<file path="src/rtl/imem_loader_pkg.sv">
// imem_loader_pkg: default instruction-memory geometry shared by the loader and its users
package imem_loader_pkg;
  localparam int IM_ADDRESSLEN = 12;
  localparam int IM_INSTLEN = 32;
  localparam int IM_XLEN = 8;
  localparam int IM_SIZE = 1024;
endpackage

</file>
<file path="src/rtl/imem_loader.sv">
// imem_loader: streams 32-bit instruction words into a byte-wide memory write port, MSB first at the lowest address
module imem_loader
  import imem_loader_pkg::*;
#(
  parameter int ADDR_W = IM_ADDRESSLEN,
  parameter int INST_W = IM_INSTLEN,
  parameter int BYTE_W = IM_XLEN,
  parameter int MEM_BYTES = IM_SIZE,
  parameter int BASE_ADDR = 0
) (
  input  logic              clk,
  input  logic              rst_n,
  input  logic              start,
  input  logic              in_valid,
  output logic              in_ready,
  input  logic [INST_W-1:0] in_data,
  input  logic              in_last,
  output logic              mem_we,
  output logic [ADDR_W-1:0] mem_waddr,
  output logic [BYTE_W-1:0] mem_wdata,
  output logic              busy,
  output logic              done,
  output logic              err,
  output logic [ADDR_W-1:0] words_loaded
);
  typedef enum logic [2:0] {IDLE, ACCEPT, WRITE, DONE, ERR} state_e;
  state_e state_q, state_d;
  logic [ADDR_W-1:0] ptr_q, ptr_d, words_d, mem_waddr_d;
  logic [1:0] idx_q, idx_d;
  logic [INST_W-1:0] word_q, word_d, word_sh;
  logic [BYTE_W-1:0] mem_wdata_d;
  logic last_q, last_d, in_ready_d, mem_we_d, busy_d, done_d, err_d, xfer, ovf;
  logic [ADDR_W:0] ptr_end;
  assign xfer = in_valid && in_ready;
  // one extra bit keeps the end-of-word address from wrapping past MEM_BYTES
  assign ptr_end = {1'b0, ptr_q} + (ADDR_W+1)'(4);
  assign ovf = ptr_end > (ADDR_W+1)'(MEM_BYTES);
  always_comb begin
    state_d = state_q;
    ptr_d = ptr_q;
    idx_d = idx_q;
    word_d = word_q;
    last_d = last_q;
    words_d = words_loaded;
    unique case (state_q)
      IDLE, DONE, ERR: if (start) begin
        state_d = ACCEPT;
        ptr_d = ADDR_W'(BASE_ADDR);
        words_d = '0;
      end
      ACCEPT: if (xfer) begin
        word_d = in_data;
        last_d = in_last;
        idx_d = 2'd0;
        state_d = ovf ? ERR : WRITE;
      end
      WRITE: begin
        idx_d = idx_q + 2'd1;
        if (idx_q == 2'd3) begin
          ptr_d = ptr_q + ADDR_W'(4);
          words_d = words_loaded + ADDR_W'(1);
          state_d = last_q ? DONE : ACCEPT;
        end
      end
      default: state_d = IDLE;
    endcase
    in_ready_d = state_d == ACCEPT;
    mem_we_d = state_d == WRITE;
    busy_d = in_ready_d || mem_we_d;
    done_d = state_d == DONE;
    err_d = state_d == ERR;
    word_sh = word_d << (BYTE_W * idx_d);
    mem_waddr_d = mem_we_d ? ptr_d + ADDR_W'(idx_d) : '0;
    mem_wdata_d = mem_we_d ? word_sh[INST_W-1 -: BYTE_W] : '0;
  end
  always_ff @(posedge clk or negedge rst_n) begin
    if (!rst_n) begin
      state_q <= IDLE;
      ptr_q <= ADDR_W'(BASE_ADDR);
      idx_q <= '0;
      word_q <= '0;
      last_q <= 1'b0;
      in_ready <= 1'b0;
      mem_we <= 1'b0;
      mem_waddr <= '0;
      mem_wdata <= '0;
      busy <= 1'b0;
      done <= 1'b0;
      err <= 1'b0;
      words_loaded <= '0;
    end else begin
      state_q <= state_d;
      ptr_q <= ptr_d;
      idx_q <= idx_d;
      word_q <= word_d;
      last_q <= last_d;
      in_ready <= in_ready_d;
      mem_we <= mem_we_d;
      mem_waddr <= mem_waddr_d;
      mem_wdata <= mem_wdata_d;
      busy <= busy_d;
      done <= done_d;
      err <= err_d;
      words_loaded <= words_d;
    end
  end
endmodule
</file>
<file path="config.mk">
export PLATFORM = sky130hd
export DESIGN_NAME = imem_loader
export DESIGN_NICKNAME = d
export VERILOG_FILES = /design/src/rtl/imem_loader_pkg.sv /design/src/rtl/imem_loader.sv
export SDC_FILE = /design/constraint.sdc
export NUM_CORES = 1
export LEC_CHECK = 0
export BUFFER_PORTS_ARGS = -buffer_cell sky130_fd_sc_hd__buf_2
export CORE_ASPECT_RATIO = 0.5
export CORE_MARGIN = 2
export CORE_UTILIZATION = 50
export DETAILED_ROUTE_END_ITERATION = 12
export PLACE_DENSITY = 0.72
export SYNTH_ARGS = -nofsm -noshare
export SYNTH_HDL_FRONTEND = slang
export SYNTH_SLANG_ARGS = --single-unit
</file>
<file path="constraint.sdc">
create_clock -name clk -period 2.88 [get_ports clk]
set_input_delay 0.432 -clock clk [delete_from_list [all_inputs] [get_ports clk]]
set_output_delay 0.432 -clock clk [all_outputs]
set_load 0.1 [all_outputs]
</file>
* Yosys cells after proc, flatten, opt, wreduce, memory -nomap -nowiden
Cells that the tools add are included.
Widths: inputs -> output; s select.
** Operators by class
- Muxes and demuxes :: 18
- Add/sub/neg operators :: 5
- Equal/unequal tests :: 11
- Shift-type cells :: 1
- Reduce and logical (&&, ||, !) cells :: 7
- $lt $le $gt $ge :: 1
** Operators with widths (count)
- $mux 32 :: 2
- $mux 12 :: 5
- $pmux 12 s2 :: 2
- $shl 32x5->32 :: 1
- $add 12x3->13 const B :: 1
- $gt 13x11->1 const B :: 1
- $add 12x1->12 const B :: 1
- $add 12x2->12 :: 1
- $add 12x3->12 const B :: 1
- $eq 3x2->1 const B :: 4
- $mux 3 :: 4
- $pmux 3 s3 :: 1
- $mux 8 :: 1
- $eq 3x1->1 const B :: 2
- $eq 3x3->1 const B :: 2
- $mux 2 :: 2
- $ne 2x2->1 const B :: 2
- $pmux 2 s2 :: 1
- $logic_not 3->1 :: 1
- $reduce_and 3->1 :: 1
- $reduce_or 3->1 :: 1
- $add 2x1->2 const B :: 1
- $eq 2x2->1 const B :: 1
- $reduce_and 2->1 :: 1
- 3 further kinds :: 3
** Word-level totals
- Output and inout port bits :: 37
- Bits in registers :: 87
- Logic and storage cells :: 56
- Bits of input ports :: 37

* Logic depth before layout (Yosys ltp)
Gate-level depths: netlist of the first run.
- Depth after elaboration :: 7
- Depth in mapped cells :: 13
- Depth with buffers taken out :: 10

* Worst setup path after synthesis of the first run
Ideal clock, no wire load.
- Kind :: register -> register
- Start point :: register in_ready
- End point :: register mem_waddr[10]
- Data arrival time :: 3071 ps
- Setup slack :: -316 ps
- Required time :: 2755 ps
- Library setup time :: 125 ps
- Cell stages (with the launch flop) :: 13
- Cells stage by stage :: dfrtp_1 nand4b_1 a21oi_1 nor3_1 buf_2 buf_4 ha_1 inv_1 fa_1 a221oi_2 o211a_1 nor3b_1 nor3_1
** On the way
- Cells in the longest elaborated chain, start to end :: 5
- Elaborated cells on any way between the ends :: 8
- Those cells by class :: add/sub (1); eq/ne (1); mux (5); reduce/logical (1)
** RTL lines
- from (decl) :: line imem_loader.sv:15 : output logic in_ready,
- from (signal assigned) :: line imem_loader.sv:97 : in_ready <= in_ready_d;
- $logic_and 1x1->1 :: line imem_loader.sv:34 : assign xfer = in_valid && in_ready;
- $mux 2 :: line imem_loader.sv:51 : ACCEPT: if (xfer) begin
- $pmux 2 s2 :: line imem_loader.sv:45 : unique case (state_q)
- named net idx_d[0] :: line imem_loader.sv:29 : logic [1:0] idx_q, idx_d;
- $add 12x2->12 :: line imem_loader.sv:73 : mem_waddr_d = mem_we_d ? ptr_d + ADDR_W'(idx_d) : '0;
- $mux 12 :: line imem_loader.sv:73
- named net mem_waddr_d[10] :: line imem_loader.sv:28 : logic [ADDR_W-1:0] ptr_q, ptr_d, words_d, mem_waddr_d;
- to (signal assigned) :: line imem_loader.sv:99 : mem_waddr <= mem_waddr_d;
- to (decl) :: line imem_loader.sv:19 : output logic [ADDR_W-1:0] mem_waddr,
The timed path passes the listed nets, and every way through them passes these cells.
A chain may end at the register's enable or synchronous reset.

* Final worst setup path of the first run
- Start point :: register state_q[1]
- End point :: register mem_waddr[11]
** On the way
- Cells in the longest elaborated chain, start to end :: 5
- Elaborated cells on any way between the ends :: 15
- Those cells by class :: add/sub (1); eq/ne (5); mux (7); reduce/logical (2)
** RTL lines
- from (decl) :: line imem_loader.sv:27 : state_e state_q, state_d;
- from (signal assigned) :: line imem_loader.sv:92 : state_q <= state_d;
- $eq 3x2->1 (tied with other cells) :: line imem_loader.sv:45
- $reduce_or 3->1 :: line imem_loader.sv:45
- $pmux 12 s2 (*) :: line imem_loader.sv:45
- named net ptr_d[1] :: line imem_loader.sv:28
- $add 12x2->12 (*) :: line imem_loader.sv:73
- $mux 12 (*) :: line imem_loader.sv:73
- named net mem_waddr_d[11] :: line imem_loader.sv:28
Mark *: on every way through the listed nets, which the timed path passes. The rest lies on a longest branch.

==> run summary, run 1 <==
FLOORPLAN
--------------------------------------------------------------------------------------------------
Initial Util                                                                                51.10%
Row count                                                                                       24
Die Outline Area                                                                        9652 sq um
Io pins                                                                                         74
Area inside the core boundary                                                           8648 sq um
Die Y                                                                                 70.48 microns
Chip Width                                                                            137.0 microns

CTS
--------------------------------------------------------------------------------------------------
Post-CTS Repair Setup Buffers                                                                    0
Number of sinks on the clock net                                                                87
Clock transition time at the flip-flop clock pins of the worst setup and hold paths        0.06 ns
Number of clock buffers inserted by TritonCTS                                                    9
Maximum buffer depth of the clock tree                                                           2
Clock insertion delay at the later pin of the skew report                                  0.35 ns
Number of H-tree levels                                                                          3
TritonCTS clock tree                                                                         built
CTS Hold Bufs                                                                                    0
Number of gates resized after CTS                                                                0
Root cell of the clock tree                                                           sky130_fd_sc_hd__clkbuf_16

TIMING
--------------------------------------------------------------------------------------------------
Post-layout minimum cycle time                                                            2.677 ns
Fraction of the cycle the final worst path needs                                            92.95%
Number of pins exceeding their max-slew limit in the final report                                0
Unrepaired setup endpoints after global routing                                                 no
Final setup violation count                                                                      0
Worst setup skew after layout                                                          0.008653 ns
Min setup slack post-route                                                               0.2030 ns
Worst relative slew slack                                                                   50.38%
Summed negative setup slack over all endpoints                                                0 ns
Maximum clock rate                                                                       373.6 MHz
Final hold violation count                                                                       0
Transition time at the pin with the least slew margin                                    0.7444 ns

CRITICAL PATH
--------------------------------------------------------------------------------------------------
Crit Reg-Reg Endpoint                                                                 mem_waddr[11]
Highest fanout seen on the critical path                                                        14
Slowest stage delay, CP                                                                    0.51 ns
Worst reg2reg startpoint                                                                state_q[1]
Critical path start-end classification                                                  reg -> reg
CP Capture Type                                                                               flop
Internal reg-to-reg setup slack                                                            0.20 ns
Cell-by-cell listing of the critical path                                             or3b_1 > and3_1 > ha_1 > a21oi_1 > a221oi_2 > nand3_2 > or4_1 > a21oi_1
Crit-path most repeated cell                                                          sky130_fd_sc_hd__a21oi_1
Largest delay contributor family on the critical path                                 simple AND/OR/NAND/NOR gates
Startpoint type of the worst setup path                                                       flop
Arrival time of data at the critical path endpoint                                         2.94 ns
Cell count of the worst reg-to-reg path                                                          8
Number of buffer and inverter stages on the critical path                                        0
Cell at the slowest stage of the critical path                                        sky130_fd_sc_hd__dfrtp_1
Critical path required time                                                                3.15 ns

PLACEMENT
--------------------------------------------------------------------------------------------------
IO Port Bufs                                                                                    73
Placer's final routability congestion estimate                                              0.8433
Worst setup slack after placement                                                        0.2087 ns
Post-detail-place hpwl                                                                    6.824 mm

GLOBAL ROUTING
--------------------------------------------------------------------------------------------------
Total overflow reported by the global router                                                     0
Via count of the first global-routing pass                                                    3375
Combined global-route utilization of all metal layers                                       21.99%
Wire length of the first global-routing pass                                              16.43 mm
Number of antenna violations at the first check in global routing                                0
Largest net degree at the start of global routing                                               67

LAYOUT
--------------------------------------------------------------------------------------------------
Share of post-route cells with drive strength above 1                                       23.20%
Filler cell count in the final layout                                                          757
Diodes inserted                                                                                  0
Syn-to-layout area delta                                                                    19.88%
NumNets Final                                                                                  595

YOSYS
--------------------------------------------------------------------------------------------------
Top_reg_cell synth                                                                    sky130_fd_sc_hd__dfrtp_1
Area fraction in compound gates after synthesis                                             14.24%
Adder and majority cell fraction of the synthesized area                                    2.152%
Count of synthesis-stage warnings from yosys                                                     0
Xor and xnor fraction of the mapped netlist area                                            3.766%
Unique cell type count in the Yosys netlist                                                     65
Share of flip-flops with an asynchronous set or reset after synthesis                       100.0%
Fraction of synthesized cell area taken by the top area cell type                           49.26%
Number of register bits inferred by synthesis                                                   87
Main area contributors after synthesis                                                sky130_fd_sc_hd__dfrtp_1 49%, sky130_fd_sc_hd__nand2_1 10%, sky130_fd_sc_hd__mux2i_1 3.9%
Number of synthesized flops with an enable pin                                                   0
Main combinational cell family by area after synthesis                                simple AND/OR/NAND/NOR gates
Net count of the mapped netlist                                                                517
Cell type contributing the most total cell area after synthesis                       sky130_fd_sc_hd__dfrtp_1
Cells after Synth                                                                              473
Post-synth design cell area                                                             4419 sq um
Mux share of post-synthesis cell area                                                       4.162%
Simple-gate portion of the synthesized area                                                 22.93%
Mapped Avg Cell Area                                                                   9.343 sq um
Sequential-to-total area share from yosys stat                                              49.26%

ROUTING
--------------------------------------------------------------------------------------------------
Overall via count from detail_route                                                           3665
Remaining DRCs                                                                                   0
WL per Instance                                                                       14.72 microns
Total routed wirelength                                                                   9.904 mm
DRC marker count from the first detailed-route iteration                                       254
Routed Antenna Nets                                                                              0
Post-DR vias/cell                                                                            5.446
DRT Pass-1 Iters                                                                                 4

PWR
--------------------------------------------------------------------------------------------------
IR drop worst, VDD                                                                       0.7681 mV
Power density of the placed cells                                                     909.1 nW/um^2
Leak                                                                                      2.670 nW

STATUS
--------------------------------------------------------------------------------------------------
Outcome                                                                                  completed

HOLD PATH
--------------------------------------------------------------------------------------------------
Class of the tightest hold or removal check                                            in -> async

RUN
--------------------------------------------------------------------------------------------------
Max-Cap Viols                                                                                    0

-- sequential cells by signal (all words and copies together), names as in the netlist --
register and flops:
busy 1, done 1, err 1, idx_q 2
in_ready 1, last_q 1, mem_waddr 12, mem_wdata 8
mem_we 1, ptr_q 12, state_q 3, word_q 32
words_loaded 12
-- worst max-delay path by stage --
stage | start | slack, ns | cells past startpoint | endpoint
3_5_place_dp | state_q[0] | 0.21 | 9 | mem_waddr[11]
2_1_floorplan | in_ready | 0.02 | 12 | mem_waddr[10]
3_3_place_gp | state_q[0] | 0.31 | 10 | mem_waddr[10]
4_1_cts | state_q[0] | 0.14 | 10 | mem_waddr[10]
5_1_grt | state_q[0] | 0.008 | 10 | mem_waddr[10]
6_report | state_q[1] | 0.20 | 8 | mem_waddr[11]
-- per-layer routing --
layer  routed length [microns]  part of all wire, %  global-route usage, %
met1                      4474                   45                  30.34
met3                       495                  5.0                  5.592
met4                       131                  1.3                  6.644
met2                      4802                   48                  34.27
met5                         0                    0                      0
-- layout by cell type (no fill, tap or decap), types with 4 or more instances in the layout --
cell	synthesis	routed
sky130_fd_sc_hd__buf_2	6	72
sky130_fd_sc_hd__buf_4	3	17
sky130_fd_sc_hd__inv_1	8	8
sky130_fd_sc_hd__nand2_1	123	123
sky130_fd_sc_hd__mux2i_1	17	17
sky130_fd_sc_hd__o21ai_0	10	10
sky130_fd_sc_hd__nand4_1	6	6
sky130_fd_sc_hd__nand3_1	10	10
sky130_fd_sc_hd__a21oi_1	24	24
sky130_fd_sc_hd__and2_1	4	4
sky130_fd_sc_hd__a211o_1	17	17
sky130_fd_sc_hd__dfrtp_1	87	85
sky130_fd_sc_hd__and3_1	8	8
sky130_fd_sc_hd__nor3_1	7	6
sky130_fd_sc_hd__nor2_1	39	37
sky130_fd_sc_hd__ha_1	6	6
sky130_fd_sc_hd__xnor2_1	5	5
sky130_fd_sc_hd__xor2_1	14	14
sky130_fd_sc_hd__clkbuf_16	0	9
sky130_fd_sc_hd__o21a_1	5	5
sky130_fd_sc_hd__or2_2	4	4
-- area by class of cell --
class	instances	area (sq um)	share of cell area, %
repair buffers	91	528.0	9.967
well taps	117	146.4	2.763
clock buffers	9	225.2	4.251
flip-flops and latches	87	2182	41.19
inverters	10	37.54	0.7085
multi-input cells	352	2098	39.61
clock inverters	7	80.08	1.512
-- report_power, final --
| group | internal (W) | leakage [nW] | switching (W) |
|---|---|---|---|
| combinational | 0.000585 | 1.37 | 0.00131 |
| sequential | 0.00154 | 1.15 | 0.000190 |
| clock | 0.000682 | 0.148 | 0.000507 |
-- worst reg2reg max path: cells and delay by family, from the launching register on --
kind                       cells  cell delay, ns
AOI/OAI and AO/OA              3            0.57
and+or+nand+nor                4            1.25
DFF                            1            0.51
adders and majority gates      1            0.27
-- metrics by stage --
step	power [W]	cell area, sq um	utilization (%)	hold WS, ns	std cells
2_1_floorplan	0.003229	4429	-	0.1364	473
3_3_place_gp	0.003612	4989	57.68	0.4558	657
3_5_place_dp	0.003647	4989	57.68	0.4618	657
4_1_cts	0.004849	5294	61.21	0.1691	673
5_1_grt	0.005101	5298	61.26	0.2063	673
6_report	0.004816	5298	61.26	0.1496	673
-- cell families after synthesis --
logic type	Yosys count
flip-flops	87
multiplexers	18
AO/OA/AOI/OAI	85
adder cells (fa/ha/maj)	7
AND/OR/NAND/NOR	223
buffers and inverters	34
XOR/XNOR	19
-- synthesized netlist by cell type, types with 3 or more instances --
master,n
sky130_fd_sc_hd__nand2_1,123
sky130_fd_sc_hd__dfrtp_1,87
sky130_fd_sc_hd__nor2_1,39
sky130_fd_sc_hd__a21oi_1,24
sky130_fd_sc_hd__a211o_1,17
sky130_fd_sc_hd__mux2i_1,17
sky130_fd_sc_hd__xor2_1,14
sky130_fd_sc_hd__clkbuf_1,12
sky130_fd_sc_hd__nand3_1,10
sky130_fd_sc_hd__o21ai_0,10
sky130_fd_sc_hd__and3_1,8
sky130_fd_sc_hd__inv_1,8
sky130_fd_sc_hd__nor3_1,7
sky130_fd_sc_hd__buf_2,6
sky130_fd_sc_hd__ha_1,6
sky130_fd_sc_hd__nand4_1,6
sky130_fd_sc_hd__o21a_1,5
sky130_fd_sc_hd__xnor2_1,5
sky130_fd_sc_hd__and2_1,4
sky130_fd_sc_hd__or2_2,4
sky130_fd_sc_hd__a221oi_2,3
sky130_fd_sc_hd__buf_4,3
sky130_fd_sc_hd__nand2b_1,3
(Power assumes the default switching activity.)
==> run 2, diff against run 1 <==
- CORE_MARGIN: 2 -> 5
==> run 2 against run 1 <==
Non-clock buffer count up 2. Power up 1.8%. Worst hold slack worse by 0.051 ns. Largest power group unchanged.
==> run summary, run 2 (synthesis results as in run 1) <==
CTS
--------------------------------------------------------------------------------------------------
Maximum buffer depth of the clock tree                                                           2
Clock insertion delay at the later pin of the skew report                                  0.34 ns
CTS Hold Bufs                                                                                    0
Number of sinks on the clock net                                                                87
Clock transition time at the flip-flop clock pins of the worst setup and hold paths        0.07 ns
Root cell of the clock tree                                                           sky130_fd_sc_hd__clkbuf_16
Number of clock buffers inserted by TritonCTS                                                    9
TritonCTS clock tree                                                                         built
Number of H-tree levels                                                                          3

GLOBAL ROUTING
--------------------------------------------------------------------------------------------------
Met2 track utilization from global routing                                                  30.99%
Total overflow reported by the global router                                                     0
Met3 track demand over resource                                                             5.705%
Number of antenna violations at the first check in global routing                                0
Via count of the first global-routing pass                                                    3725
Gr busiest metal                                                                              met2
GR Layer Usage met1                                                                         26.29%
Combined global-route utilization of all metal layers                                       19.70%
Largest net degree at the start of global routing                                               66
Wire length of the first global-routing pass                                              17.45 mm

TIMING
--------------------------------------------------------------------------------------------------
Worst setup skew after layout                                                          0.008158 ns
Summed negative setup slack over all endpoints                                                0 ns
Number of pins exceeding their max-slew limit in the final report                                0
Final setup violation count                                                                      0
Unrepaired setup endpoints after global routing                                                 no
Maximum clock rate                                                                       375.6 MHz
Worst relative slew slack                                                                   59.04%
Transition time at the pin with the least slew margin                                    0.6144 ns
Fin Hold WS                                                                             0.09809 ns
Fraction of the cycle the final worst path needs                                            92.45%
Post-layout minimum cycle time                                                            2.663 ns
Final hold violation count                                                                       0

LAYOUT
--------------------------------------------------------------------------------------------------
Most common library cell in the layout ignoring fill and taps                         sky130_fd_sc_hd__nand2_1
Final design area excluding fillers                                                     5321 sq um
Layout Cells excl Fill                                                                         675
Most frequent cells in the layout                                                     123 x sky130_fd_sc_hd__nand2_1, 85 x sky130_fd_sc_hd__dfrtp_1, 72 x sky130_fd_sc_hd__buf_2
Filler cell count in the final layout                                                          751
NumNets Final                                                                                  597
Syn-to-layout area delta                                                                    20.41%
Share of post-route cells with drive strength above 1                                       23.12%
Diodes inserted                                                                                  0
Biggest register                                                                            word_q
Largest register FFs                                                                            32

ROUTING
--------------------------------------------------------------------------------------------------
DRT Pass-1 Iters                                                                                 5
Remaining DRCs                                                                                   0
Total routed wirelength                                                                   10.02 mm
Overall via count from detail_route                                                           3648
Post-DR vias/cell                                                                            5.404
Routed Antenna Nets                                                                              0
DRC marker count from the first detailed-route iteration                                       325
WL per Instance                                                                       14.84 microns

CRITICAL PATH
--------------------------------------------------------------------------------------------------
Cell count of the worst reg-to-reg path                                                          9
Internal reg-to-reg setup slack                                                            0.22 ns
CP Capture Type                                                                               flop
Highest fanout seen on the critical path                                                        14
Startpoint type of the worst setup path                                                       flop
Worst reg2reg startpoint                                                                state_q[1]
Crit Reg-Reg Endpoint                                                                 mem_waddr[11]
Critical path start-end classification                                                  reg -> reg
Arrival time of data at the critical path endpoint                                         2.93 ns
Critical path required time                                                                3.14 ns

PWR
--------------------------------------------------------------------------------------------------
Proportion of power drawn by the clock network                                               26.1%
Sw frac                                                                                     40.63%
Switching pwr                                                                           0.001993 W
P_int                                                                                   0.002912 W
IR drop worst, VDD                                                                       0.5371 mV
Power density of the placed cells                                                     921.7 nW/um^2
Comb pwr share                                                                               38.8%
Leak                                                                                      2.689 nW
Share of total power in sequential cells                                                     35.1%

FLOORPLAN
--------------------------------------------------------------------------------------------------
Initial Util                                                                                51.10%
Row count                                                                                       24
Chip Width                                                                            143.0 microns
Die Outline Area                                                                       10930 sq um
Io pins                                                                                         74
Die Y                                                                                 76.48 microns
Area inside the core boundary                                                           8648 sq um

PLACEMENT
--------------------------------------------------------------------------------------------------
IO Port Bufs                                                                                    73
Cell area after placement                                                               4984 sq um
Post-detail-place hpwl                                                                    6.961 mm
Placed cell count                                                                              658
Placer's final routability congestion estimate                                              0.8990

STATUS
--------------------------------------------------------------------------------------------------
Outcome                                                                                  completed

HOLD PATH
--------------------------------------------------------------------------------------------------
Class of the tightest hold or removal check                                            in -> async

RUN
--------------------------------------------------------------------------------------------------
Max-Cap Viols                                                                                    0

==> run 2: worst max path at each step <==
stage / from / endpoint / cells past startpoint
floorplan: in_ready / mem_waddr[10] / 12
global placement: state_q[0] / mem_waddr[10] / 10
detailed placement: state_q[0] / mem_waddr[11] / 9
CTS: state_q[0] / mem_waddr[11] / 9
global route: state_q[0] / mem_waddr[10] / 10
finish: state_q[1] / mem_waddr[11] / 9
==> run 2: final cells by class <==
class	instances	area (sq um)	share of cell area [%]
clock buffer	11	242.7	4.561
clock inverter	5	86.33	1.622
inverter	10	37.54	0.7054
multi-input combinational	352	2096	39.38
sequential	87	2182	41.01
tap	117	146.4	2.751
timing repair buffer	93	530.5	9.969
==> run 2: critical path, cell delays in order, from the launching register on <==
cell	delay (ns)
sky130_fd_sc_hd__dfrtp_1	0.53
sky130_fd_sc_hd__or3b_1	0.46
sky130_fd_sc_hd__and3_1	0.21
sky130_fd_sc_hd__ha_1	0.28
sky130_fd_sc_hd__a21oi_1	0.08
sky130_fd_sc_hd__a221oi_2	0.17
sky130_fd_sc_hd__buf_4	0.17
sky130_fd_sc_hd__nand3_2	0.10
sky130_fd_sc_hd__or4_1	0.42
sky130_fd_sc_hd__a21oi_1	0.15
==> run 2: timing repair <==
| action | CTS | global route |
|---|---|---|
| setup buffers | 0 | 1 |
| setup endpoints to repair | 0 | 2 |
| hold endpoints to repair | 0 | 0 |
| gates resized for setup | 0 | 1 |
==> run 2: power by group through the flow <==
stage	Combinational, W	Sequential [W]	Clock, W
2_1_floorplan	0.00101	0.00222	0
3_3_place_gp	0.00189	0.00173	0
3_5_place_dp	0.00190	0.00174	0
4_1_cts	0.00192	0.00172	0.00130
5_1_grt	0.00209	0.00176	0.00137
6_report	0.00190	0.00172	0.00128
==> run 2: per-layer routing <==
metal	wire, microns	vias up
met2	4699	109
met3	615	16
met1	4541	1733
met4	164	0
met5	0	-
li1	-	1790
==> run 2: per-stage QoR <==
stage / worst slack [ns] / util [%] / power [W]
after detailed placement: 0.1792 / 57.62 / 0.003642
after CTS: 0.1346 / 61.43 / 0.004940
after global placement: 0.3084 / 57.62 / 0.003614
final: 0.2173 / 61.53 / 0.004905
after global routing: 0.05526 / 61.53 / 0.005217
after floorplan: 0.01654 / - / 0.003229
